[src/rtl/apb_irq_aggregator.sv]
// apb_irq_aggregator
//   Collects the APB subsystem's HCLK-synchronous interrupt lines into a
//   pending register, masks them with a software enable, and presents the
//   lowest-index enabled pending line to the processor as IRQ / IRQ_ID.
//   Registers are reached through a zero-wait-state APB3 slave.
//
// Ports
//   HCLK, HRESET          clock, asynchronous active-high reset
//   IRQ_IN[NUM_IRQ-1:0]   interrupt lines (already in the HCLK domain)
//   PSEL/PENABLE/PWRITE   APB control
//   PADDR[9:0]            word address (byte address bits 11:2)
//   PWDATA/PRDATA         APB write / read data (PRDATA is 0 unless reading)
//   PREADY, PSLVERR       always ready; error on unmapped offsets
//   IRQ_ACK               processor acknowledge pulse
//   IRQ, IRQ_ID           registered request and its line index
//
// Register map (byte offset)
//   0x00 ENABLE  RW     0x04 PENDING  R / W1C    0x08 RAW     RO
//   0x0C ACTIVE  RO     0x10 SWSET    WO (W1S)   0x14 LEVELSEL
//
// Build option
//   IRQ_AGG_LEVEL_EN  when defined, LEVELSEL is a RW register selecting
//                     level-sensitive pending per line; otherwise every line
//                     is edge-sensitive and 0x14 reads as zero.

module apb_irq_aggregator #(
  parameter int unsigned NUM_IRQ = 17
) (
  input  logic               HCLK,
  input  logic               HRESET,
  input  logic [NUM_IRQ-1:0] IRQ_IN,
  input  logic               PSEL,
  input  logic               PENABLE,
  input  logic               PWRITE,
  input  logic [9:0]         PADDR,
  input  logic [31:0]        PWDATA,
  output logic [31:0]        PRDATA,
  output logic               PREADY,
  output logic               PSLVERR,
  input  logic               IRQ_ACK,
  output logic               IRQ,
  output logic [4:0]         IRQ_ID
);

  typedef enum logic [9:0] {
    REG_ENABLE   = 10'd0,
    REG_PENDING  = 10'd1,
    REG_RAW      = 10'd2,
    REG_ACTIVE   = 10'd3,
    REG_SWSET    = 10'd4,
    REG_LEVELSEL = 10'd5
  } reg_addr_e;

  function automatic logic [31:0] widen(input logic [NUM_IRQ-1:0] v);
    widen = '0;
    widen[NUM_IRQ-1:0] = v;
  endfunction

  logic [NUM_IRQ-1:0] irq_d;
  logic [NUM_IRQ-1:0] pending;
  logic [NUM_IRQ-1:0] enable_r;
  logic [NUM_IRQ-1:0] pending_next;
  logic [NUM_IRQ-1:0] edge_det;
  logic [NUM_IRQ-1:0] level_set;
  logic [NUM_IRQ-1:0] w1c;
  logic [NUM_IRQ-1:0] swset;
  logic [NUM_IRQ-1:0] ack_clr;
  logic [NUM_IRQ-1:0] masked;
  logic [NUM_IRQ-1:0] wdata_n;
  logic               access;
  logic               wr_en;
  logic               rd_en;
  logic               addr_ok;
  logic               win_found;
  logic [4:0]         win_id;
  logic [31:0]        rdata;
  logic               unused_pwdata;

  assign access   = PSEL & PENABLE;
  assign wr_en    = access & PWRITE & addr_ok;
  assign rd_en    = access & ~PWRITE;
  assign addr_ok  = (PADDR <= REG_LEVELSEL);
  assign wdata_n  = PWDATA[NUM_IRQ-1:0];
  assign unused_pwdata = ^PWDATA;

  assign PREADY   = 1'b1;
  assign PSLVERR  = access & ~addr_ok;

  assign edge_det = IRQ_IN & ~irq_d;
  assign masked   = pending & enable_r;
  assign w1c      = (wr_en && PADDR == REG_PENDING) ? wdata_n : '0;
  assign swset    = (wr_en && PADDR == REG_SWSET)   ? wdata_n : '0;

`ifdef IRQ_AGG_LEVEL_EN
  logic [NUM_IRQ-1:0] levelsel_r;

  // A level-mode line re-asserts pending every cycle it is high, so any
  // W1C or ACK clear is overridden until the line drops.
  assign level_set = IRQ_IN & levelsel_r;

  always_ff @(posedge HCLK or posedge HRESET) begin
    if (HRESET)
      levelsel_r <= '0;
    else if (wr_en && PADDR == REG_LEVELSEL)
      levelsel_r <= wdata_n;
  end
`else
  assign level_set = '0;
`endif

  // Acknowledge targets the registered IRQ_ID, not the live winner.
  always_comb begin
    ack_clr = '0;
    if (IRQ_ACK && IRQ) begin
      for (int unsigned i = 0; i < NUM_IRQ; i++) begin
        if (IRQ_ID == 5'(i))
          ack_clr[i] = 1'b1;
      end
    end
  end

  // Sets are OR-ed in last so they win over clears in the same cycle.
  assign pending_next = (pending & ~w1c & ~ack_clr) | edge_det | swset | level_set;

  always_comb begin
    win_found = 1'b0;
    win_id    = '0;
    for (int unsigned i = 0; i < NUM_IRQ; i++) begin
      if (masked[i] && !win_found) begin
        win_found = 1'b1;
        win_id    = 5'(i);
      end
    end
  end

  always_ff @(posedge HCLK or posedge HRESET) begin
    if (HRESET) begin
      irq_d    <= '0;
      pending  <= '0;
      enable_r <= '0;
      IRQ      <= 1'b0;
      IRQ_ID   <= '0;
    end else begin
      irq_d   <= IRQ_IN;
      pending <= pending_next;
      if (wr_en && PADDR == REG_ENABLE)
        enable_r <= wdata_n;
      IRQ    <= win_found;
      IRQ_ID <= win_id;
    end
  end

  always_comb begin
    rdata = '0;
    case (PADDR)
      REG_ENABLE:   rdata = widen(enable_r);
      REG_PENDING:  rdata = widen(pending);
      REG_RAW:      rdata = widen(IRQ_IN);
      REG_ACTIVE:   rdata = {IRQ, 26'd0, IRQ_ID};
`ifdef IRQ_AGG_LEVEL_EN
      REG_LEVELSEL: rdata = widen(levelsel_r);
`endif
      default:      rdata = '0;
    endcase
  end

  assign PRDATA = rd_en ? rdata : '0;

endmodule
[config.mk]
export PLATFORM = sky130hd
export DESIGN_NAME = apb_irq_aggregator
export DESIGN_NICKNAME = d
export VERILOG_FILES = /design/src/rtl/apb_irq_aggregator.sv
export SDC_FILE = /design/constraint.sdc
export NUM_CORES = 1
export LEC_CHECK = 0
export ABC_CLOCK_PERIOD_IN_PS = 3900
export CORE_MARGIN = 4
export CORE_UTILIZATION = 46
export DETAILED_ROUTE_END_ITERATION = 8
export PLACE_DENSITY_LB_ADDON = 0.08
export SYNTH_ARGS = -nofsm -noshare
export SYNTH_HDL_FRONTEND = slang
export SYNTH_SLANG_ARGS = --single-unit
[constraint.sdc]
create_clock -name HCLK -period 3.9 [get_ports HCLK]
set_input_delay 0.975 -clock HCLK [delete_from_list [all_inputs] [get_ports HCLK]]
set_output_delay 0.975 -clock HCLK [all_outputs]
set_load 0.02 [all_outputs]
==> key figures <==
Outcome
  • Status: finished, final reports clean

Logic synthesis
  • Synth unique cells: 45
  • Share of the synthesized area in the top cell type: 45.3%
  • Synthesized flop and latch total: 57
  • Sequential area share after synthesis: a little under half
  • Area leader, netlist: dfrtp_1
  • Synth Warn #: 0
  • Cells after Synth: 296
  • Largest cells by area after synthesis: dfrtp_1 45%, a221o_1 5.4%, a21oi_1 4.6%
  • Post-Syn Area: 0.00315 mm^2
  • Syn_area_per_cell: 10.6 um^2

Cells and area
  • Synth-to-layout area growth: 29.9%
  • Area of the multi-input gates: around 0.0015 mm^2
  • Final #Nets: 450
  • Most common library cell in the layout ignoring fill and taps: dfrtp_1
  • Fraction of layout cells with a size suffix above 1: 18.2%
  • Cell Count, Final, Fillers Out: 467
  • # diodes: 0
  • Final instance area: 0.00409 mm^2
  • Storage element area: 0.00143 mm^2
  • Commonest cells after routing, fill and taps aside: 57 x dfrtp_1, 55 x clkdlybuf4s50_1, 29 x a21oi_1
  • Fillers: 565

Timing
  • Setup TNS: 0 ns
  • Worst-margin pin slew: 0.524 ns
  • RSZ-0062 raised after global routing: no
  • Final setup viols: 0
  • Clk_skew: 0.00653 ns
  • Fmax: 264 MHz
  • Tcrit/Tclk final: 97.3%
  • Max Slew Vio Count: 0
  • Slew headroom: 65.0%
  • Minimum clock period: 3.79 ns
  • Final Hold Fails: 0

Power and ir drop
  • P_leak: 1.84 nW
  • Maximum vdd ir drop: 0.000237 V
  • Pwr per Cell Area: 306 mW/mm^2

Min path
  • Worst min path class: reg -> reg

Flow run
  • Max cap viols: 0

Clock tree
  • Max Root-Sink Buffers: 2
  • CTS buffer count: 9
  • CTS H-tree depth: 3
  • CTS root buf: clkbuf_8
  • Clk slew on worst S/H paths: around 0.06 ns
  • Worst-skew pair later-pin latency: 0.33 ns
  • Num Clock Sinks: 57
  • Setup bufs post-CTS: 0
  • Hold-fix buffers, CTS: 0
  • CTS tree: yes

GRT
  • GRT Total Usage: 21.4%
  • Initial antenna violation count: 0
  • Pin count of the biggest net entering global routing: 34
  • Vias in the first global route: 2,809
  • GR Overflow Total: 0
  • First-pass GRT wire length: approximately 14,000 um

Worst setup path
  • Most used cell, CP: or4_4
  • Setup crit end kind: primary output
  • R2r setup slk: 2.05 ns
  • Critical path class: in -> out
  • CP max stage cell: or4_4
  • Worst Setup Start Kind: primary input
  • Crit path largest cell delay: 0.54 ns
  • WP data required: 2.92 ns
  • Critical Path AT: about 2.8 ns
  • Cells along the critical path: clkdlybuf4s50_1 > or4_4 > or4_4 > buf_4 > nor2b_1 > buf_2
  • Worst Path Max Fanout: 7

Floorplanning
  • Core Box Area: about 0.0065 mm^2
  • Top Ports: about 110
  • Die H: 90.7 um
  • Die Span X: 90.7 um
  • Initial Utilization: 48.5%
  • DIE AREA: 0.00823 mm^2
  • Num rows: 29

Detailed routing
  • Via density: 5.77
  • DR vias: 2,696
  • DRT iter0 DRCs: 155
  • TritonRoute pass-1 iters: 4
  • DRT Wirelength: 8570 um
  • Remaining antenna violation count: 0
  • Routed len/inst: 18.4 um
  • DRC errors left: 0

Placement
  • Post-placement cell count: 451
  • Placer Congestion: 0.854
  • Post-Place Cell Area: 0.00401 mm^2
  • Detailed-placement wirelength estimate: just over 6000 um
  • I/O Buffers: 74
## per-layer routing
layer	share of wire, %	vias to the layer above	global-route usage, %	wire length (um)
met2	49	97	36.6	4220
met3	7.1	8	4.58	609
met4	0.82	0	5.61	70
li1	-	1256	-	-
met5	0	-	0	0
met1	43	1335	27.3	3670
## area by class of cell
class / count / share of cell area (%)
multi-input cells: 204 / 36.7
flip-flops and latches: 57 / 34.9
repair buffers: 94 / 20.3
clock buffers: 10 / 3.12
well taps: 77 / 2.36
inverters: 19 / 1.74
clock inverters: 6 / 0.857
## what timing repair did
| item | 4_1_cts | 5_1_grt |
|---|---|---|
| endpoints found under the setup margin | 18 | 13 |
| gates resized for setup | 62 | 13 |
| gates cloned | 0 | 0 |
## worst max-delay path, delay by kind of cell
family	cells	cell delay [ns]
buffers and inverters	3	0.76
and+or+nand+nor	3	1.09
## report_power, final
part | total (mW) | leakage [nW] | internal, mW | switching, mW
clock | 0.467 | 0.0818 | 0.226 | 0.241
sequential | 0.613 | 0.668 | 0.604 | 0.00908
combinational | 0.172 | 1.10 | 0.0872 | 0.0843
## sequential cells by signal (all words and copies together), names as in the netlist
name / flops
pending: 17
IRQ: 1
IRQ_ID: 5
enable_r: 17
irq_d: 17
## worst paths after layout
kind | from | endpoint | cells after the start
max reg2reg | IRQ_ID[1] | pending[11] | 4
min reg2reg | enable_r[16] | enable_r[16] | 1
max | PADDR[9] | PRDATA[2] | 6
min | enable_r[16] | enable_r[16] | 1
min in group asynchronous | HRESET | irq_d[1] | 2
max in group asynchronous | HRESET | enable_r[9] | 3
## metrics by stage
step	utilization, %	hold slack [ns]	worst slack, ns	power, mW
2_1_floorplan	-	0.475	0.268	0.712
3_3_place_gp	61.7	0.495	-0.385	0.793
3_5_place_dp	61.7	0.498	-0.426	0.796
4_1_cts	64.1	0.512	0.00208	1.26
5_1_grt	63.0	0.548	0.0409	1.30
6_report	63.0	0.510	0.107	1.25
## cell usage after synthesis
cell type and n:
a211oi_1 1, a21boi_0 1, a21o_1 2, a21oi_1 29
a221o_1 17, a22o_1 1, a22oi_1 8, a31oi_1 3
a32o_1 2, a32oi_1 3, and2_1 1, buf_1 1
buf_2 4, buf_4 17, buf_6 2, clkbuf_1 4
clkbuf_8 1, conb_1 2, dfrtp_1 57, inv_1 19
mux2_1 11, mux2_2 6, mux2i_1 12, mux4_2 5
nand2_1 14, nand2b_1 2, nand3_1 3, nand3b_1 3
nand4_1 1, nand4b_1 1, nor2_1 26, nor2b_1 7
nor3_1 1, nor4_1 1, nor4_4 3, o21ai_0 1
o221ai_1 1, o31ai_1 12, o41ai_1 5, or2_0 1
or2b_2 1, or3_1 1, or3b_1 1, or4_1 1
or4_4 1
## cell families (layout without fill, tap and decap cells)
logic type      Yosys count  after routing  share of synthesized area [%]
simple gates             69             69                           12.4
flops                    57             57                           45.3
buf+inv                  48            129                           8.70
mux                      34             34                           13.5
compound gates           86             86                           19.9
other cells               2             15                          0.239
Note: power is estimated with default switching activity, not from simulation.
